$ cat config.mk
export PLATFORM = sky130hd
export DESIGN_NAME = alarm_sched_flat
export DESIGN_NICKNAME = d
export VERILOG_FILES = /design/src/rtl/alarm_pkg.sv /design/src/rtl/alarm_sched_if.sv /design/src/rtl/alarm_sched_wrap_cntr.sv /design/src/rtl/alarm_sched.sv /design/src/flat_wrapper.sv
export SDC_FILE = /design/constraint.sdc
export NUM_CORES = 1
export LEC_CHECK = 0
export CORE_MARGIN = 5
export CORE_UTILIZATION = 48
export DETAILED_ROUTE_END_ITERATION = 8
export PLACE_DENSITY = 0.72
export SYNTH_ARGS = -nofsm -noshare
export SYNTH_HDL_FRONTEND = slang
export SYNTH_SLANG_ARGS = --single-unit
export TNS_END_PERCENT = 20
$ cat constraint.sdc
create_clock -name clk -period 5.93 [get_ports clk]
set_input_delay 1.4825 -clock clk [delete_from_list [all_inputs] [get_ports clk]]
set_output_delay 1.4825 -clock clk [all_outputs]
set_load 0.03 [all_outputs]
$ cat src/rtl/alarm_pkg.sv
// Shared types and constants for the alarm-clock controller.
package alarm_pkg;

    localparam int unsigned HW       = 5;
    localparam int unsigned MW       = 6;
    localparam int unsigned HOUR_MAX = 23;
    localparam int unsigned MIN_MAX  = 59;

    typedef enum logic [2:0] {
        RUN    = 3'd0,
        SET_TH = 3'd1,
        SET_TM = 3'd2,
        SET_AH = 3'd3,
        SET_AM = 3'd4
    } mode_e;

    typedef enum logic [1:0] {
        R_IDLE   = 2'd0,
        R_RING   = 2'd1,
        R_SNOOZE = 2'd2
    } ring_e;

    // Set-mode sequence followed on each btn_mode press.
    function automatic mode_e next_mode(input mode_e m);
        case (m)
            RUN:     return SET_TH;
            SET_TH:  return SET_TM;
            SET_TM:  return SET_AH;
            SET_AH:  return SET_AM;
            default: return RUN;
        endcase
    endfunction

endpackage

$ cat src/rtl/alarm_sched_if.sv
// Button/tick inputs and time/alarm/buzzer outputs of the alarm controller.
interface alarm_sched_if;
    import alarm_pkg::*;

    logic          tick_sec;
    logic          alarm_en;
    logic          btn_mode;
    logic          btn_inc;
    logic          btn_snooze;
    logic          btn_stop;
    logic [HW-1:0] hour;
    logic [MW-1:0] minute;
    logic [MW-1:0] second;
    logic [HW-1:0] al_hour;
    logic [MW-1:0] al_min;
    mode_e         mode;
    logic          ring;
    logic          snoozing;

    // Driver side: seconds counter and button debouncers.
    modport master (
        output tick_sec, alarm_en, btn_mode, btn_inc, btn_snooze, btn_stop,
        input  hour, minute, second, al_hour, al_min, mode, ring, snoozing
    );

    // Controller side.
    modport slave (
        input  tick_sec, alarm_en, btn_mode, btn_inc, btn_snooze, btn_stop,
        output hour, minute, second, al_hour, al_min, mode, ring, snoozing
    );
endinterface

$ cat src/rtl/alarm_sched_wrap_cntr.sv
// Modulo-(MAX+1) counter with clear/load and a same-cycle carry for chaining.
module wrap_cntr #(
    parameter int unsigned MAX     = 59,
    parameter int unsigned W       = 6,
    parameter int unsigned RST_VAL = 0
) (
    input  logic         clk,
    input  logic         rst,
    input  logic         i_inc,
    input  logic         i_clr,
    input  logic         i_load,
    input  logic [W-1:0] i_val,
    output logic [W-1:0] o_q,
    output logic         o_carry_c
);

    localparam logic [W-1:0] L_MAX = W'(MAX);
    localparam logic [W-1:0] L_RST = W'(RST_VAL);

    logic [W-1:0] r_q;

    assign o_q       = r_q;
    assign o_carry_c = i_inc && !i_clr && !i_load && (r_q == L_MAX);

    // Clear beats load beats increment; increment wraps MAX -> 0.
    always_ff @(posedge clk or posedge rst) begin
        if (rst) begin
            r_q <= L_RST;
        end else if (i_clr) begin
            r_q <= '0;
        end else if (i_load) begin
            r_q <= i_val;
        end else if (i_inc) begin
            r_q <= (r_q == L_MAX) ? '0 : r_q + W'(1);
        end
    end

endmodule

$ cat src/rtl/alarm_sched.sv
// Alarm-clock controller: time of day, set modes, alarm trigger, ring/snooze.
module alarm_sched
    import alarm_pkg::*;
#(
    parameter int unsigned RING_TIMEOUT_S = 60,
    parameter int unsigned SNOOZE_S       = 300,
    parameter int unsigned ALARM_RST_H    = 7,
    parameter int unsigned ALARM_RST_M    = 0
) (
    input  logic          clk,
    input  logic          rst,
    alarm_sched_if.slave  bus
);

    localparam int unsigned TMAX = (RING_TIMEOUT_S > SNOOZE_S) ? RING_TIMEOUT_S : SNOOZE_S;
    localparam int unsigned TW   = $clog2(TMAX + 1);
    localparam logic [TW-1:0] RING_LD = TW'(RING_TIMEOUT_S);
    localparam logic [TW-1:0] SNZ_LD  = TW'(SNOOZE_S);

    mode_e         r_mode, w_mode_nxt;
    ring_e         r_ring_st, w_ring_nxt;
    logic [TW-1:0] r_timer, w_timer_nxt;
    logic          r_ring, r_snoozing, r_adv;

    logic          w_inc, w_time_run, w_tick, w_clr_sec;
    logic          w_sec_carry, w_min_carry;
    logic          w_unused_hr_carry, w_unused_ah_carry, w_unused_am_carry;
    logic          w_match, w_trig, w_kill;
    logic [HW-1:0] w_hour, w_al_hour;
    logic [MW-1:0] w_minute, w_second, w_al_min;

    // A simultaneous mode press swallows the increment.
    assign w_inc      = bus.btn_inc && !bus.btn_mode;
    assign w_time_run = (r_mode == RUN) || (r_mode == SET_AH) || (r_mode == SET_AM);
    assign w_tick     = bus.tick_sec && w_time_run;
    assign w_clr_sec  = (w_mode_nxt == SET_TH) && (r_mode != SET_TH);

    wrap_cntr #(.MAX(MIN_MAX), .W(MW), .RST_VAL(0)) u_sec (
        .clk(clk), .rst(rst), .i_inc(w_tick), .i_clr(w_clr_sec),
        .i_load(1'b0), .i_val('0), .o_q(w_second), .o_carry_c(w_sec_carry)
    );

    wrap_cntr #(.MAX(MIN_MAX), .W(MW), .RST_VAL(0)) u_min (
        .clk(clk), .rst(rst), .i_inc(w_sec_carry || (w_inc && (r_mode == SET_TM))),
        .i_clr(1'b0), .i_load(1'b0), .i_val('0), .o_q(w_minute), .o_carry_c(w_min_carry)
    );

    wrap_cntr #(.MAX(HOUR_MAX), .W(HW), .RST_VAL(0)) u_hour (
        .clk(clk), .rst(rst), .i_inc(w_min_carry || (w_inc && (r_mode == SET_TH))),
        .i_clr(1'b0), .i_load(1'b0), .i_val('0), .o_q(w_hour), .o_carry_c(w_unused_hr_carry)
    );

    wrap_cntr #(.MAX(HOUR_MAX), .W(HW), .RST_VAL(ALARM_RST_H)) u_al_hour (
        .clk(clk), .rst(rst), .i_inc(w_inc && (r_mode == SET_AH)),
        .i_clr(1'b0), .i_load(1'b0), .i_val('0), .o_q(w_al_hour), .o_carry_c(w_unused_ah_carry)
    );

    wrap_cntr #(.MAX(MIN_MAX), .W(MW), .RST_VAL(ALARM_RST_M)) u_al_min (
        .clk(clk), .rst(rst), .i_inc(w_inc && (r_mode == SET_AM)),
        .i_clr(1'b0), .i_load(1'b0), .i_val('0), .o_q(w_al_min), .o_carry_c(w_unused_am_carry)
    );

    // Fire only on the second the clock has just ticked into, so a match fires once.
    assign w_match = (w_hour == w_al_hour) && (w_minute == w_al_min) && (w_second == '0);
    assign w_trig  = r_adv && w_match && (r_mode == RUN) && bus.alarm_en && (r_ring_st == R_IDLE);
    assign w_kill  = !bus.alarm_en || (w_mode_nxt != RUN);

    // Mode state register.
    always_ff @(posedge clk or posedge rst) begin
        if (rst) begin
            r_mode <= RUN;
        end else begin
            r_mode <= w_mode_nxt;
        end
    end

    // Mode next-state.
    always_comb begin
        w_mode_nxt = r_mode;
        if (bus.btn_mode) begin
            w_mode_nxt = next_mode(r_mode);
        end
    end

    // Ring state, timer, registered buzzer outputs and tick-advance flag.
    always_ff @(posedge clk or posedge rst) begin
        if (rst) begin
            r_ring_st  <= R_IDLE;
            r_timer    <= '0;
            r_ring     <= 1'b0;
            r_snoozing <= 1'b0;
            r_adv      <= 1'b0;
        end else begin
            r_ring_st  <= w_ring_nxt;
            r_timer    <= w_timer_nxt;
            r_ring     <= (w_ring_nxt == R_RING);
            r_snoozing <= (w_ring_nxt == R_SNOOZE);
            r_adv      <= w_tick;
        end
    end

    // Ring next-state: stop > snooze > expiry; disarm or leaving RUN overrides all.
    always_comb begin
        w_ring_nxt  = r_ring_st;
        w_timer_nxt = r_timer;
        case (r_ring_st)
            R_IDLE: begin
                if (w_trig) begin
                    w_ring_nxt  = R_RING;
                    w_timer_nxt = RING_LD;
                end
            end
            R_RING: begin
                if (bus.btn_stop) begin
                    w_ring_nxt  = R_IDLE;
                    w_timer_nxt = '0;
                end else if (bus.btn_snooze) begin
                    w_ring_nxt  = R_SNOOZE;
                    w_timer_nxt = SNZ_LD;
                end else if (bus.tick_sec) begin
                    if (r_timer <= TW'(1)) begin
                        w_ring_nxt  = R_IDLE;
                        w_timer_nxt = '0;
                    end else begin
                        w_timer_nxt = r_timer - TW'(1);
                    end
                end
            end
            R_SNOOZE: begin
                if (bus.btn_stop) begin
                    w_ring_nxt  = R_IDLE;
                    w_timer_nxt = '0;
                end else if (bus.tick_sec) begin
                    if (r_timer <= TW'(1)) begin
                        w_ring_nxt  = R_RING;
                        w_timer_nxt = RING_LD;
                    end else begin
                        w_timer_nxt = r_timer - TW'(1);
                    end
                end
            end
            default: begin
                w_ring_nxt  = R_IDLE;
                w_timer_nxt = '0;
            end
        endcase
        if (w_kill) begin
            w_ring_nxt  = R_IDLE;
            w_timer_nxt = '0;
        end
    end

    assign bus.hour     = w_hour;
    assign bus.minute   = w_minute;
    assign bus.second   = w_second;
    assign bus.al_hour  = w_al_hour;
    assign bus.al_min   = w_al_min;
    assign bus.mode     = r_mode;
    assign bus.ring     = r_ring;
    assign bus.snoozing = r_snoozing;

endmodule

$ cat src/flat_wrapper.sv
// flat-port wrapper written by rule: the top's interface ports become plain ports
module alarm_sched_flat import alarm_pkg::*;
#(
    parameter int unsigned RING_TIMEOUT_S = 60,
    parameter int unsigned SNOOZE_S       = 300,
    parameter int unsigned ALARM_RST_H    = 7,
    parameter int unsigned ALARM_RST_M    = 0
)
  (clk, rst, bus_tick_sec, bus_alarm_en, bus_btn_mode, bus_btn_inc, bus_btn_snooze, bus_btn_stop, bus_hour, bus_minute, bus_second, bus_al_hour, bus_al_min, bus_mode, bus_ring, bus_snoozing);
  alarm_sched_if bus_i ();
  input  logic clk;
  input  logic rst;
  input wire logic [$bits(bus_i.tick_sec)-1:0] bus_tick_sec;
  input wire logic [$bits(bus_i.alarm_en)-1:0] bus_alarm_en;
  input wire logic [$bits(bus_i.btn_mode)-1:0] bus_btn_mode;
  input wire logic [$bits(bus_i.btn_inc)-1:0] bus_btn_inc;
  input wire logic [$bits(bus_i.btn_snooze)-1:0] bus_btn_snooze;
  input wire logic [$bits(bus_i.btn_stop)-1:0] bus_btn_stop;
  output wire logic [$bits(bus_i.hour)-1:0] bus_hour;
  output wire logic [$bits(bus_i.minute)-1:0] bus_minute;
  output wire logic [$bits(bus_i.second)-1:0] bus_second;
  output wire logic [$bits(bus_i.al_hour)-1:0] bus_al_hour;
  output wire logic [$bits(bus_i.al_min)-1:0] bus_al_min;
  output wire logic [$bits(bus_i.mode)-1:0] bus_mode;
  output wire logic [$bits(bus_i.ring)-1:0] bus_ring;
  output wire logic [$bits(bus_i.snoozing)-1:0] bus_snoozing;
  assign bus_i.tick_sec = bus_tick_sec;
  assign bus_i.alarm_en = bus_alarm_en;
  assign bus_i.btn_mode = bus_btn_mode;
  assign bus_i.btn_inc = bus_btn_inc;
  assign bus_i.btn_snooze = bus_btn_snooze;
  assign bus_i.btn_stop = bus_btn_stop;
  assign bus_hour = bus_i.hour;
  assign bus_minute = bus_i.minute;
  assign bus_second = bus_i.second;
  assign bus_al_hour = bus_i.al_hour;
  assign bus_al_min = bus_i.al_min;
  assign bus_mode = bus_i.mode;
  assign bus_ring = bus_i.ring;
  assign bus_snoozing = bus_i.snoozing;
  alarm_sched #(.RING_TIMEOUT_S(RING_TIMEOUT_S), .SNOOZE_S(SNOOZE_S), .ALARM_RST_H(ALARM_RST_H), .ALARM_RST_M(ALARM_RST_M)) u_core (.clk(clk), .rst(rst), .bus(bus_i));
endmodule
# After elaboration in Yosys (flattened, before gate mapping)
# Index checks and enable logic that the tools add are counted.
[classes]
n_addsub = 6
mul = 0
muxes = 29
reduce_logical = 30
bitwise = 0
div_mod_pow = 0
eq_ne = 20
n_lt_le_gt_ge = 1
shifts = 0
[op_table]
columns = ["op", "count"]
rows = [
  ["$mux W9", 9],
  ["$mux W6", 5],
  ["$pmux W9 S3", 1],
  ["$add A6 B1 Y6 const B", 3],
  ["$eq A6 B6 Y1 const B", 3],
  ["$mux W2", 9],
  ["$logic_and A1 B1 Y1", 16],
  ["$pmux W3 S4", 1],
  ["$add A5 B1 Y5 const B", 2],
  ["$eq A5 B5 Y1 const B", 2],
  ["$mux W5", 2],
  ["$le A9 B1 Y1 const B", 1],
  ["$sub A9 B1 Y9 const B", 1],
  ["$eq A3 B1 Y1 const B", 2],
  ["$eq A3 B2 Y1 const B", 2],
  ["$eq A6 B6 Y1", 1],
  ["$logic_not A6 Y1", 1],
  ["$ne A3 B1 Y1 const B", 2],
  ["$pmux W2 S3", 1],
  ["$eq A5 B5 Y1", 1],
  ["$logic_or A1 B1 Y1", 5],
  ["$ne A5 B4 Y1 const B", 1],
  ["$eq A2 B1 Y1 const B", 2],
  ["$eq A2 B2 Y1 const B", 2],
  ["other kinds (9)", 11],
]
[totals]
ramBits = 0
romBits = 0
out_inout_bits = 33
wordCells = 97
input_bits = 8
n_memories = 0
latchBits = 0
regBits = 45

# Longest topological paths before layout
# Gate-level depths: netlist of the first run.
[depth]
depth_word = 11
ltp_mapped = 9
depth_no_buf = 8

# Modules after synthesis
# A second synthesis of the first run with hierarchy kept.
[unflattened]
hier_cells = 359
hier_area_um2 = 3181.8
[by_module_without_submodules]
columns = ["module", "cells_per_inst", "seq_area_each_um2", "instances", "area_per_inst_um2"]
rows = [
  ["alarm_sched", 154, 425.4, 1, 1335.0],
  ["wrap_cntr (u_core.u_al_min ...)", 45, 150.1, 3, 406.6],
  ["wrap_cntr (u_core.u_al_hour)", 35, 128.9, 1, 315.3],
  ["wrap_cntr (u_core.u_hour)", 35, 125.1, 1, 311.5],
]

# Least setup slack after synthesis of the first run
# Ideal clock, no wire load.
[synth_timing]
path_kind = "input to register"
start = "input port bus_btn_mode"
end = "register u_core.u_al_min.r_q[5], in the netlist u_core.u_al_min.o_q[5]"
slack_ps = 3057
n_path_buf = 2
setup_ps = 72
cell_stages = 8
t_arrival_ps = 2801
required_time_ps = 5858
path_cell_list = "clkbuf_1 -> nor2b_1 -> and3_1 -> clkbuf_1 -> nand4_1 -> or2_1 -> xor2_1 -> nor2_1"
[synth_via]
elab_chain_len = 3
[synth_lines]
columns = ["element", "line", "text"]
rows = [
  ["start, declared", "flat_wrapper.sv:15", "input wire logic [$bits(bus_i.btn_mode)-1:0] bus_btn_mode;"],
  ["$logic_not A1 Y1", "alarm_sched.sv:33", "assign w_inc = bus.btn_inc && !bus.btn_mode;"],
  ["$logic_and A1 B1 Y1", "alarm_sched.sv:33", ""],
  ["$logic_and A1 B1 Y1", "alarm_sched.sv:59", ".clk(clk), .rst(rst), .i_inc(w_inc && (r_mode == SET_AM)),"],
  ["end signal, assigned", "alarm_sched_wrap_cntr.sv:32", "r_q <= i_val;"],
  ["end signal, assigned", "alarm_sched_wrap_cntr.sv:34", "r_q <= (r_q == L_MAX) ? '0 : r_q + W'(1);"],
  ["end, declared", "alarm_sched_wrap_cntr.sv:20", "logic [W-1:0] r_q;"],
]
# Every way passes these cells.
# A chain may end at the register's enable or synchronous reset.

# Worst setup path after layout of the first run
[layout_timing]
start = "input port bus_alarm_en"
end = "register u_core.r_timer[2]"
[layout_via]
elab_chain_len = 4
word_cells_on_any_way = 9
classes_between = "3 x eq/ne; 1 x mux; 5 x reduce/logical"
[layout_lines]
columns = ["element", "line", "text"]
rows = [
  ["start, declared", "flat_wrapper.sv:14", "input wire logic [$bits(bus_i.alarm_en)-1:0] bus_alarm_en;"],
  ["$logic_not A1 Y1 or $logic_and A1 B1 Y1 (tied branches)", "alarm_sched.sv:66, alarm_sched.sv:65", ""],
  ["$logic_or A1 B1 Y1 or $logic_and A1 B1 Y1 (tied branches)", "alarm_sched.sv:66, alarm_sched.sv:65", ""],
  ["$ne A5 B4 Y1 (no line), or another cell as far along", "--", ""],
  ["$reduce_and A3 Y1 (no line)", "--", ""],
  ["end signal, assigned", "alarm_sched.sv:95", "r_timer <= w_timer_nxt;"],
  ["end, declared", "alarm_sched.sv:22", "logic [TW-1:0] r_timer, w_timer_nxt;"],
]
# Parallel ways exist; a longest one is shown, timed or not.

==> results by stage, run 1 <==
Finish:
- For this run, the post-layout net count is 352.
- Compared with the post-synthesis result, the final layout area differs by 18.86%.
- The proportion of layout cells with a drive suffix above 1 is 0.09792.
- The number of antenna cells inserted is 0.
- The final core area utilization is 0.5948.

Yosys:
- The synthesized net count is 321.
- Sorting the synthesized cells by how often they occur yields 42 x sky130_fd_sc_hd__dfrtp_1, 29 x sky130_fd_sc_hd__nand2_1, 27 x sky130_fd_sc_hd__nor2_1.
- The number of different library cells used by synthesis comes to 53.
- For this run, the number of Yosys warnings is 0.
- The average instance in the mapped netlist occupies 9.201 um2.
- The most common flop cell mapped by yosys is sky130_fd_sc_hd__dfrtp_1.
- The synthesized design contains 45 register bits.
- The share of synthesized area occupied by flip-flops and latches is 0.4026.
- The synthesized design spends more area on one cell type than any other, namely sky130_fd_sc_hd__dfrtp_1.
- In the synthesized netlist the async set-or-reset flop fraction comes to 1.000.
- The share of the synthesized area in the top cell type is 0.3745.
- The number of cells produced by synthesis is 305.
- Counting flops with a built-in enable in the synthesized netlist gives 0.
- In this run the cell area of the synthesized design comes to 0.002806 mm2.
- Yosys attributes the largest share of cell area to sky130_fd_sc_hd__dfrtp_1 37%, sky130_fd_sc_hd__xor2_1 4.7%, sky130_fd_sc_hd__mux2_2 4.0%, sky130_fd_sc_hd__nand2_1 3.9%, sky130_fd_sc_hd__o21ai_0 3.7%.
- The most numerous cell in the Yosys netlist is sky130_fd_sc_hd__dfrtp_1.

CTS:
- CTS placed an instance of sky130_fd_sc_hd__clkbuf_8 at the clock tree root.
- The latest clock arrival within the worst-skew pair is 0.30 ns.
- After clock tree synthesis, the setup repair step added 0 buffers.
- The number of gates resized after CTS is 0.
- The tree built by TritonCTS fans out to 45 sinks.
- The clock tree from TritonCTS is yes.
- The clock transition at the registers of the reported paths is 0.09 ns.
- The total of hold buffers inserted after clock tree synthesis is 0.
- Counting along the longest clock path gives a buffer depth of 2.
- In this run, CTS created clock tree buffers numbering 5.
- In this run the number of H-tree levels came out at 2.

STA:
- The actual slew at the worst max-slew pin is 0.5640 ns.
- The clock skew is 0.006910 ns.
- The final-report hold violation count came to 0.
- The final setup violation count is 0.
- Setup repair after global routing left no endpoint under its margin.
- The worst pin sits at a relative slew slack of 0.6231.
- The count of final max-slew check failures is 0.
- Based on the critical path, the design can be clocked at up to 0.3180 GHz.
- The final critical-path share of the clock period is 0.5304.
- The summed negative setup slack over all endpoints is 0 ns.
- The worst path in the final design needs a cycle of 3.145 ns, including I/O delays and setup.
- Hold timing on the final database bottoms out at a slack of 0.5324 ns.

GRT:
- In the global route stage, overall resource usage came out at 0.1708.
- The first global-routing pass estimated 10380 um of wire.
- The maximum number of pins on one net before global-route repair is 46.
- The number of antenna violations at the first check in global routing is 0.
- The total overflow reported by the global router is 0.
- The via count of the first global-routing pass is 2164.

Die:
- The die covers 0.007476 mm2.
- The horizontal die dimension is 86.47 um.
- The number of cell rows is 27.
- After floorplanning, the core was sized to cover 0.005608 mm2.
- The top-level I/O count is 41.
- The initial utilization of the core area, before any placement, comes to 0.5004.
- The die extent in y is 86.47 um.

Setup path:
- The endpoint required time on the critical path is 6.12 ns.
- STA classifies the critical path startpoint as an input pin.
- The startpoint of the lowest-slack register-to-register path is u_core.u_sec.o_q[0].
- The worst setup path is of the input pin to flop kind.
- For the worst setup path, the data arrival time is 3.34 ns.
- The kind of end point of the critical path is a flop.
- For flop-to-flop paths, the worst setup slack is 3.36 ns.
- In this run the worst setup path begins at bus_alarm_en.
- In this run the worst path has a maximum fanout of 12.

Detailed routing:
- The remaining antenna violation count after routing is 0.
- Summing over every cut layer, the via total after detailed routing is 2252.
- The first-iteration detailed-routing DRC count is 190.
- After detailed routing, the total wire length is 5887 um.
- The count of unresolved DRC violations after routing is 0.
- The routed length per instance is 14.39 um.
- The first-pass detailed-route iteration total is 5.
- After detailed routing, the number of vias per cell comes to 5.506.

Status:
- The run finished with clean final reports.

Worst hold path:
- The hold path startpoint is u_core.u_al_hour.o_q[0].
- The class of the most critical hold timing path is flop to flop.

Pwr:
- The static leakage power is 1.424 nW.
- The power density normalized to cell area is 361.9 mW/mm2.
- Across the VDD grid, the largest voltage drop is 0.0002564 V.

Placement:
- The number of input and output port buffers inserted is 40.
- Once detailed placement completed, the half-perimeter wirelength came to 4303 um.
- At the end of routability-driven placement, the weighted congestion stood at 0.9078.

Run:
- The max-capacitance violation count is 0.
[layout by cell type, fill, tap and decap left out, types with 3 or more instances in the layout]
master,synthesis,layout
sky130_fd_sc_hd__dfstp_2,3,3
sky130_fd_sc_hd__a31oi_1,3,3
sky130_fd_sc_hd__o21ai_0,21,21
sky130_fd_sc_hd__mux2i_1,3,3
sky130_fd_sc_hd__nand3_1,17,17
sky130_fd_sc_hd__mux2_2,10,10
sky130_fd_sc_hd__xor2_1,15,15
sky130_fd_sc_hd__a21o_1,5,5
sky130_fd_sc_hd__nor2b_1,5,5
sky130_fd_sc_hd__inv_1,8,7
sky130_fd_sc_hd__o2111ai_1,4,4
sky130_fd_sc_hd__a21oi_1,6,6
sky130_fd_sc_hd__clkdlybuf4s50_1,0,40
sky130_fd_sc_hd__nand2b_1,5,5
sky130_fd_sc_hd__clkbuf_8,0,7
sky130_fd_sc_hd__a211oi_1,3,3
sky130_fd_sc_hd__dfrtp_1,42,42
sky130_fd_sc_hd__and3_1,4,4
sky130_fd_sc_hd__nor3b_1,6,6
sky130_fd_sc_hd__nand2_1,29,29
sky130_fd_sc_hd__nor3_1,8,8
sky130_fd_sc_hd__nand3b_1,4,4
sky130_fd_sc_hd__xnor2_1,6,6
sky130_fd_sc_hd__a22o_1,5,5
sky130_fd_sc_hd__nand4_1,4,4
sky130_fd_sc_hd__o31ai_1,4,4
sky130_fd_sc_hd__ha_1,8,8
sky130_fd_sc_hd__nor2_1,27,27
[stage by stage]
| stage | power (mW) | cell area, um2 | std cells | worst slack, ns |
|---|---|---|---|---|
| 5_1_grt | 1.284 | 3336 | 409 | 2.616 |
| 6_report | 1.207 | 3336 | 409 | 2.785 |
| 3_3_place_gp | 0.9892 | 3231 | 401 | 2.502 |
| 4_1_cts | 1.218 | 3336 | 409 | 2.796 |
| 3_5_place_dp | 0.9964 | 3231 | 401 | 2.490 |
| 2_1_floorplan | 0.8158 | 2806 | 305 | 3.057 |
[flip-flops by register name, indices dropped and copies added (netlist names)]
register and count:
u_core.bus.mode 3, u_core.bus.snoozing 1, u_core.u_hour.o_q 5, u_core.u_al_hour.o_q 5
u_core.r_adv 1, u_core.u_al_min.o_q 6, u_core.r_ring_st 2, u_core.r_timer 9
u_core.u_min.o_q 6, u_core.bus.ring 1, u_core.u_sec.o_q 6
[logic make-up after synthesis]
kind of cell | after synthesis | share of synthesized area
AND/OR/NAND/NOR | 128 | 0.2510
AO/OA/AOI/OAI | 65 | 0.1574
flip-flops | 45 | 0.4026
buffers and inverters | 25 | 0.03700
XOR/XNOR | 21 | 0.06554
multiplexers | 13 | 0.05083
adder cells (fa/ha/maj) | 8 | 0.03567
[layout make-up]
class | instances | area [um2]
Clock buffer | 7 | 96.34
Sequential cell | 45 | 1130
Fill cell | 511 | 2272
Tap cell | 72 | 90.09
Clock inverter | 1 | 8.758
Multi-Input combinational cell | 235 | 1573
Timing Repair Buffer | 41 | 407.9
Inverter | 8 | 30.03
[where the power goes]
group | internal, mW | total, mW | leakage, nW | switching (mW)
clock network | 0.108 | 0.218 | 0.0549 | 0.110
logic | 0.223 | 0.513 | 0.770 | 0.290
registers | 0.372 | 0.476 | 0.599 | 0.104
total | 0.703 | 1.21 | 1.42 | 0.504
[layer usage]
| layer | GRT usage | vias up | routed length, um |
|---|---|---|---|
| met5 | 0 | - | 0 |
| met4 | 0.03824 | 0 | 47 |
| met3 | 0.03802 | 4 | 277 |
| met2 | 0.2677 | 47 | 2644 |
| met1 | 0.2415 | 1055 | 2917 |
| li1 | - | 1146 | - |
[worst paths after layout]
kind                                            to  depth (start not counted)
max in group asynchronous  u_core.u_al_hour.o_q[1]                          3
setup reg to reg                 u_core.r_timer[2]                          8
setup / recovery                 u_core.r_timer[2]                          7
hold reg to reg            u_core.u_al_hour.o_q[0]                          1
min in group asynchronous        u_core.r_timer[0]                          3
hold / removal             u_core.u_al_hour.o_q[0]                          1
[critical path, stage by stage]
cell	delay, ns
sky130_fd_sc_hd__clkdlybuf4s50_1	0.49
sky130_fd_sc_hd__nand3b_1	0.12
sky130_fd_sc_hd__nor4_4	0.23
sky130_fd_sc_hd__nand4_2	0.15
sky130_fd_sc_hd__a21oi_2	0.47
sky130_fd_sc_hd__nor2_1	0.11
sky130_fd_sc_hd__a2111oi_2	0.28
No activity file was read; power rests on OpenSTA's default activity.
==> inputs of run 2 (changes only) <==
==> constraint.sdc (replaced) <==
create_clock -name clk -period 2.9 [get_ports clk]
set_input_delay 0.725 -clock clk [delete_from_list [all_inputs] [get_ports clk]]
set_output_delay 0.725 -clock clk [all_outputs]
set_load 0.03 [all_outputs]
==> results by stage, run 2 (synthesis results as in run 1) <==
Finish:
- The number of antenna cells inserted is 0 (unchanged).
- The number of fill cells was 519 (was 511).
- The sequential cell area in the final layout is 0.001130 mm2 (unchanged).
- The proportion of layout cells with a drive suffix above 1 is 0.09467 (was 0.09792).
- The register containing the most flip-flops in the final layout is u_core.r_timer (unchanged).
- The post-route non-filler standard cell count is 410 (was 409).
- The flip-flop count of the largest register after layout is 9 (unchanged).
- Leading cell types in the layout, fill and taps excluded: 42 x sky130_fd_sc_hd__dfrtp_1, 40 x sky130_fd_sc_hd__clkdlybuf4s50_1, 29 x sky130_fd_sc_hd__nand2_1 (unchanged).
- The area growth from synthesis to layout came to 18.41% (was 18.86%).
- The most common cell after layout, fill and taps aside was sky130_fd_sc_hd__dfrtp_1 (unchanged).
- The final layout net count came to 353 (was 352).
- The footprint of the multi-input gates is 0.001573 mm2 (unchanged).

CTS:
- The post-CTS setup-driven buffer insertion count is 0 (unchanged).
- The number of sinks handled by clock tree synthesis is 45 (unchanged).
- The total of hold buffers inserted after clock tree synthesis came to 0 (unchanged).
- The clock transition at the registers of the reported paths is 0.08 ns (was 0.09 ns).
- The master cell of the clock root buffer is sky130_fd_sc_hd__clkbuf_8 (unchanged).
- The clock tree from TritonCTS is yes (unchanged).
- The maximum buffer depth of the clock tree is 2 (unchanged).
- The TritonCTS buffer count came to 5 (unchanged).
- The count of H-tree levels built during CTS came to 2 (unchanged).
- The number of gates resized after CTS was 0 (unchanged).
- The latest clock arrival within the worst-skew pair is 0.30 ns (about the same).

STA:
- In the finished design, the share of the clock period the worst path needs comes to 0.8699.
- The count of final max-slew check failures is 0 (unchanged).
- The clock skew is 0.01017 ns (was 0.006910 ns).
- The final hold slack is 0.5315 ns (was 0.5324 ns).
- The final setup violation count was 0 (unchanged).
- The final-report hold violation count came to 0 (unchanged).
- The tightest slew margin relative to the limit is 0.6129 (was 0.6231).
- RSZ-0062 raised after global routing: no (unchanged).
- Based on the critical path, the design can be clocked at up to 0.3964 GHz.
- The worst path in the final design needs a cycle of 2.523 ns, including I/O delays and setup.
- The summed negative setup slack over all endpoints is 0 ns (unchanged).
- The actual slew at the worst max-slew pin is 0.5806 ns (was 0.5640 ns).

Status:
- Status: finished, final reports clean (unchanged).

Die:
- The number of cell rows was 27 (unchanged).
- The initial core utilization was 0.5004 (unchanged).
- The die extent in y is 86.47 um (unchanged).
- The area of the placeable core was 0.005608 mm2 (unchanged).
- The horizontal die dimension is 86.47 um (unchanged).
- The overall die area is 0.007476 mm2 (unchanged).
- The top-level I/O count is 41 (unchanged).

GRT:
- The total overflow reported by the global router is 0 (unchanged).
- The global-route total usage across every layer is 0.1697 (was 0.1708).
- The via count of the first global-routing pass is 2111 (was 2164).
- The number of antenna violations at the first check in global routing was 0 (unchanged).
- The maximum number of pins on one net before global-route repair is 46 (unchanged).
- The first-pass GRT wire length is 10230 um (was 10380 um).

Setup path:
- The family with the most delay on the worst path is simple AND/OR/NAND/NOR gates (was compound AO/OA/AOI/OAI gates).
- The count of buffering cells on the critical path with inverters included is 1 (unchanged).
- The startpoint of the lowest-slack register-to-register path is u_core.u_sec.o_q[0] (unchanged).
- The endpoint required time on the critical path came to 3.09 ns (was 6.12 ns).
- The setup slack of the most critical reg-to-reg path is 0.38 ns (was 3.36 ns).
- The peak fanout along the critical path is 12 (unchanged).
- The worst stage delay on the critical path came to 0.48 ns (was 0.49 ns).
- The endpoint of the worst-slack reg-to-reg timing path is u_core.r_timer[2] (unchanged).
- The data arrival time of the critical path is 2.71 ns (was 3.34 ns).
- The critical path launch point type is a flop (was input pin).
- The cell with the largest stage delay on the worst path is sky130_fd_sc_hd__or4b_4 (was sky130_fd_sc_hd__clkdlybuf4s50_1).
- The kind of end point of the critical path was a flop (unchanged).
- The start-to-end type of the worst setup path is flop to flop (was input pin to flop).
- Cells traversed along the worst timing path: inv_1, ha_1, or4b_4, nor4_4, nand4_2, a21oi_2, nor2_1, a2111oi_2 (was clkdlybuf4s50_1, nand3b_1, nor4_4, nand4_2, a21oi_2, nor2_1, a2111oi_2).
- The path depth of the worst reg2reg path is 8 (unchanged).

Worst hold path:
- The sink of the worst hold path is u_core.u_al_hour.o_q[0] (unchanged).
- The class of the most critical hold timing path is flop to flop (unchanged).
- The number of cells on the worst hold path is 1 (unchanged).
- The hold path startpoint was u_core.u_al_hour.o_q[0] (unchanged).

Detailed routing:
- The total vias in the final route is 2290 (was 2252).
- The count of unresolved DRC violations after routing is 0 (unchanged).
- The detailed-route vias per instance is 5.585 (was 5.506).
- The first-pass detailed-route iteration total came to 4 (was 5).
- The routed length per instance came to 14.57 um (was 14.39 um).
- The aggregate routed wire length came to 5973 um (was 5887 um).
- The first-iteration detailed-routing DRC count is 154 (was 190).
- The remaining antenna violation count after routing was 0 (unchanged).

Pwr:
- The static leakage power came to 1.416 nW (was 1.424 nW).
- The post-route total power is 2.405 mW (was 1.207 mW).
- The power density normalized to cell area is 723.6 mW/mm2 (was 361.9 mW/mm2).
- The peak ir drop on the vdd network is 0.0004740 V (was 0.0002564 V).

Placement:
- The number of input and output port buffers inserted came to 40 (unchanged).
- The total instance count after detailed placement came to 402 (was 401).
- The final weighted congestion in routability-driven placement is 0.8793 (was 0.9078).
- The detailed placer's ending HPWL was 4352 um (was 4303 um).

Run:
- The max-capacitance violation count came to 0 (unchanged).
[run 2: worst max-delay path by stage]
stage / start / end / slack (ns) / depth (start not counted)
after floorplan: u_core.u_sec.o_q[1] / u_core.r_timer[7] / 0.68 / 9
after global placement: bus_alarm_en / u_core.r_timer[2] / 0.27 / 7
after detailed placement: bus_alarm_en / u_core.r_timer[2] / 0.20 / 7
after CTS: u_core.u_sec.o_q[0] / u_core.r_timer[2] / 0.36 / 8
after global routing: u_core.u_sec.o_q[0] / u_core.r_timer[2] / 0.12 / 8
final: u_core.u_sec.o_q[0] / u_core.r_timer[2] / 0.38 / 8
[run 2: layout make-up]
cell class              instances  area share
inverters                       8    0.009036
clock inverters                 1    0.002636
repair buffers                 42      0.1250
clock buffers                   7     0.02297
well taps                      72     0.02711
multi-input cells             235      0.4733
flip-flops and latches         45      0.3400
[run 2: where the power goes]
group	switching (mW)	internal [mW]	leakage, nW	total [mW]
Clock	0.213	0.172	0.0424	0.385
Combinational	0.587	0.454	0.775	1.04
Sequential	0.217	0.761	0.599	0.978
[run 2: worst register-to-register path: stages, from the launching register on]
cell	delay [ns]
sky130_fd_sc_hd__dfrtp_1	0.45
sky130_fd_sc_hd__inv_1	0.09
sky130_fd_sc_hd__ha_1	0.13
sky130_fd_sc_hd__or4b_4	0.48
sky130_fd_sc_hd__nor4_4	0.27
sky130_fd_sc_hd__nand4_2	0.15
sky130_fd_sc_hd__a21oi_2	0.45
sky130_fd_sc_hd__nor2_1	0.12
sky130_fd_sc_hd__a2111oi_2	0.28
[run 2: stage by stage]
step / util / setup slack, ns / instance area (um2)
finish: 0.5926 / 0.3773 / 3323
global route: 0.5926 / 0.1242 / 3323
floorplan: - / 0.6812 / 2806
CTS: 0.5926 / 0.3630 / 3323
global placement: 0.5774 / 0.2689 / 3238
detailed placement: 0.5774 / 0.2008 / 3238
[run 2: metal layers]
layer	up-vias	global-route usage	share of wire
met2	53	0.2601	0.46
met5	-	0	0
met3	9	0.04183	0.043
li1	1155	-	-
met4	0	0.04391	0.013
met1	1073	0.2399	0.48
==> inputs of run 3 (changes only) <==
--- a/config.mk
+++ b/config.mk
@@ -6,9 +6,9 @@
 export NUM_CORES = 1
 export LEC_CHECK = 0
 export CORE_MARGIN = 5
-export CORE_UTILIZATION = 48
+export CORE_UTILIZATION = 49
 export DETAILED_ROUTE_END_ITERATION = 8
-export PLACE_DENSITY = 0.72
+export PLACE_DENSITY = 0.76
 export SYNTH_ARGS = -nofsm -noshare
 export SYNTH_HDL_FRONTEND = slang
 export SYNTH_SLANG_ARGS = --single-unit
==> constraint.sdc (replaced) <==
create_clock -name clk -period 2.05 [get_ports clk]
set_input_delay 0.5125 -clock clk [delete_from_list [all_inputs] [get_ports clk]]
set_output_delay 0.5125 -clock clk [all_outputs]
set_load 0.03 [all_outputs]
==> results by stage, run 3 (synthesis results as in run 1) <==
Die:
- The initial core utilization is 0.5065 (was 0.5004).
- The top-level I/O count is 41 (unchanged).
- The horizontal die dimension is 85.68 um (was 86.47 um).
- The number of cell rows is 27 (unchanged).
- The overall die area is 0.007341 mm2 (was 0.007476 mm2).
- The die extent in y is 85.68 um (was 86.47 um).
- The area of the placeable core is 0.005540 mm2 (was 0.005608 mm2).

GRT:
- The via count of the first global-routing pass is 2545 (was 2111).
- The maximum number of pins on one net before global-route repair came to 46 (unchanged).
- The global-route total usage across every layer came to 0.1959 (was 0.1697).
- The number of antenna violations at the first check in global routing is 0 (unchanged).
- The total overflow reported by the global router was 0 (unchanged).
- The first-pass GRT wire length came to 11720 um (was 10230 um).

Setup path:
- The critical path launch point type is a flop (unchanged).
- The peak fanout along the critical path was 2 (was 12).
- The kind of end point of the critical path is a flop (unchanged).
- The setup slack of the most critical reg-to-reg path is -0.19 ns (was 0.38 ns).
- The start-to-end type of the worst setup path was flop to flop (unchanged).
- The timing startpoint of the critical path is u_core.u_sec.o_q[1] (was u_core.u_sec.o_q[0]).
- The endpoint required time on the critical path is 2.23 ns (was 3.09 ns).
- The endpoint of the worst-slack reg-to-reg timing path was u_core.r_timer[6] (was u_core.r_timer[2]).
- The path depth of the worst reg2reg path was 10 (was 8).
- The startpoint of the lowest-slack register-to-register path is u_core.u_sec.o_q[1] (was u_core.u_sec.o_q[0]).
- The end of the critical path is u_core.r_timer[6] (was u_core.r_timer[2]).
- The data arrival time of the critical path is 2.42 ns (was 2.71 ns).

Finish:
- The final layout net count is 406 (was 353).
- The post-route non-filler standard cell count was 463 (was 410).
- The most common cell after layout, fill and taps aside is sky130_fd_sc_hd__buf_4 (was sky130_fd_sc_hd__dfrtp_1).
- The number of antenna cells inserted was 0 (unchanged).
- The flip-flop count of the largest register after layout is 9 (unchanged).
- The cell area after layout is 0.003819 mm2 (was 0.003323 mm2).
- The proportion of layout cells with a drive suffix above 1 came to 0.2430 (was 0.09467).
- The area growth from synthesis to layout was 36.07% (was 18.41%).
- The final core area utilization came to 0.6893 (was 0.5926).
- The register containing the most flip-flops in the final layout is u_core.r_timer (unchanged).
- Leading cell types in the layout, fill and taps excluded: 51 x sky130_fd_sc_hd__buf_4, 40 x sky130_fd_sc_hd__dfrtp_1, 28 x sky130_fd_sc_hd__nand2_1 (was 42 x sky130_fd_sc_hd__dfrtp_1, 40 x sky130_fd_sc_hd__clkdlybuf4s50_1, 29 x sky130_fd_sc_hd__nand2_1).
- The number of fill cells is 428 (was 519).

STA:
- The final setup violation count is 11 (was 0).
- The actual slew at the worst max-slew pin is 0.4756 ns (was 0.5806 ns).
- The count of final max-slew check failures came to 0 (unchanged).
- The final hold slack came to 0.5258 ns (was 0.5315 ns).
- The clock skew is 0.01148 ns (was 0.01017 ns).
- The shortest period the worst path allows is 2.244 ns (was 2.523 ns).
- The achievable frequency was 0.4456 GHz (was 0.3964 GHz).
- The final critical-path share of the clock period is 1.095 (was 0.8699).
- RSZ-0062 raised after global routing: yes (was no).
- The least setup slack across all paths after layout is -0.1940 ns (was 0.3773 ns).
- The final-report hold violation count was 0 (unchanged).
- The summed negative setup slack over all endpoints is -1.684 ns (was 0 ns).
- The tightest slew margin relative to the limit is 0.6805 (was 0.6129).

Pwr:
- The post-route total power came to 3.686 mW (was 2.405 mW).
- The combinational cell fraction of total power is 0.499 (was 0.433).
- The net switching power figure is 1.528 mW (was 1.017 mW).
- The power share of the clock group was 0.146 (was 0.160).
- The total internal power is 2.157 mW (was 1.388 mW).
- The switching portion of total power is 0.4146 (was 0.4229).
- The power density normalized to cell area came to 965.1 mW/mm2 (was 723.6 mW/mm2).
- The sequential share of power was 0.354 (was 0.407).
- The peak ir drop on the vdd network is 0.0007841 V (was 0.0004740 V).
- The static leakage power is 1.875 nW (was 1.416 nW).

CTS:
- The count of H-tree levels built during CTS is 2 (unchanged).
- The number of sinks handled by clock tree synthesis is 45 (unchanged).
- The clock tree from TritonCTS was yes (unchanged).
- The TritonCTS buffer count is 5 (unchanged).
- The master cell of the clock root buffer is sky130_fd_sc_hd__clkbuf_8 (unchanged).
- The clock transition at the registers of the reported paths is 0.08 ns (about the same).
- The total of hold buffers inserted after clock tree synthesis is 0 (unchanged).
- The maximum buffer depth of the clock tree came to 2 (unchanged).
- The latest clock arrival within the worst-skew pair was 0.30 ns (about the same).

Placement:
- The total instance count after detailed placement is 451 (was 402).
- The detailed placer's ending HPWL is 5112 um (was 4352 um).
- The setup slack at placement is -0.2407 ns (was 0.2008 ns).
- The number of input and output port buffers inserted is 40 (unchanged).
- The final weighted congestion in routability-driven placement is 0.9184 (was 0.8793).
- The instance area at placement is 0.003621 mm2 (was 0.003238 mm2).

Detailed routing:
- The first-pass detailed-route iteration total is 6 (was 4).
- The remaining antenna violation count after routing is 0 (unchanged).
- The routed length per instance is 14.82 um (was 14.57 um).
- The first-iteration detailed-routing DRC count is 198 (was 154).
- The detailed-route vias per instance is 5.499 (was 5.585).
- The total vias in the final route is 2546 (was 2290).
- The aggregate routed wire length was 6860 um (was 5973 um).
- The count of unresolved DRC violations after routing came to 0 (unchanged).

Status:
- The checks that failed: negative setup slack.
- Status: finished with violations (was finished, final reports clean).

Worst hold path:
- The class of the most critical hold timing path is flop to flop (unchanged).

Run:
- The max-capacitance violation count was 0 (unchanged).
-- run 3: repair_timing --
| action | 4_1_cts | 5_1_grt |
|---|---|---|
| cloned | 0 | 0 |
| pin swaps | 0 | 6 |
| endpoints found under the setup margin | 12 | 27 |
| setup buffers | 1 | 4 |
| gates resized for setup | 5 | 21 |
-- run 3: worst min-delay path by stage --
| stage | start | endpoint | cells after the start |
|---|---|---|---|
| 6_report | u_core.u_al_hour.o_q[0] | u_core.u_al_hour.o_q[0] | 1 |
| 5_1_grt | u_core.u_al_hour.o_q[0] | u_core.u_al_hour.o_q[0] | 1 |
| 4_1_cts | u_core.u_al_hour.o_q[0] | u_core.u_al_hour.o_q[0] | 1 |
| 3_5_place_dp | u_core.u_al_hour.o_q[0] | u_core.u_al_hour.o_q[0] | 1 |
| 3_3_place_gp | u_core.u_al_hour.o_q[0] | u_core.u_al_hour.o_q[0] | 1 |
| 2_1_floorplan | u_core.r_timer[8] | u_core.r_timer[8] | 2 |
-- run 3: final cells by class --
class                      instances  area, um2  area share
tap                               72      90.09     0.02359
multi-input combinational        235       1624      0.4253
sequential                        45       1132      0.2965
clock inverter                     1      8.758    0.002294
inverter                           8      30.03    0.007864
clock buffer                       7      76.32     0.01999
timing repair buffer              95      857.1      0.2244
-- run 3: routing by layer --
metal	global-route usage	vias to the layer above	wire length [um]
li1	-	1259	-
met1	0.2609	1219	3128
met2	0.3263	62	3403
met3	0.03362	6	252
met4	0.05899	0	75
met5	0	-	0
-- run 3: critical path: stages (launching register included) --
cell and delay [ns]:
sky130_fd_sc_hd__dfrtp_2 0.42, sky130_fd_sc_hd__inv_2 0.08, sky130_fd_sc_hd__ha_4 0.12, sky130_fd_sc_hd__or4b_4 0.47
sky130_fd_sc_hd__nor4_4 0.29, sky130_fd_sc_hd__nand4_2 0.18, sky130_fd_sc_hd__buf_4 0.18, sky130_fd_sc_hd__buf_6 0.10
sky130_fd_sc_hd__buf_4 0.13, sky130_fd_sc_hd__nand3_1 0.09, sky130_fd_sc_hd__a31oi_1 0.08
-- run 3: power groups by stage --
| stage | registers (mW) | clock network (mW) | logic [mW] |
|---|---|---|---|
| 2_1_floorplan | 1.62 | 0 | 0.752 |
| 3_3_place_gp | 1.31 | 0 | 1.75 |
| 3_5_place_dp | 1.32 | 0 | 1.79 |
| 4_1_cts | 1.30 | 0.556 | 1.78 |
| 5_1_grt | 1.33 | 0.593 | 2.00 |
| 6_report | 1.31 | 0.539 | 1.84 |
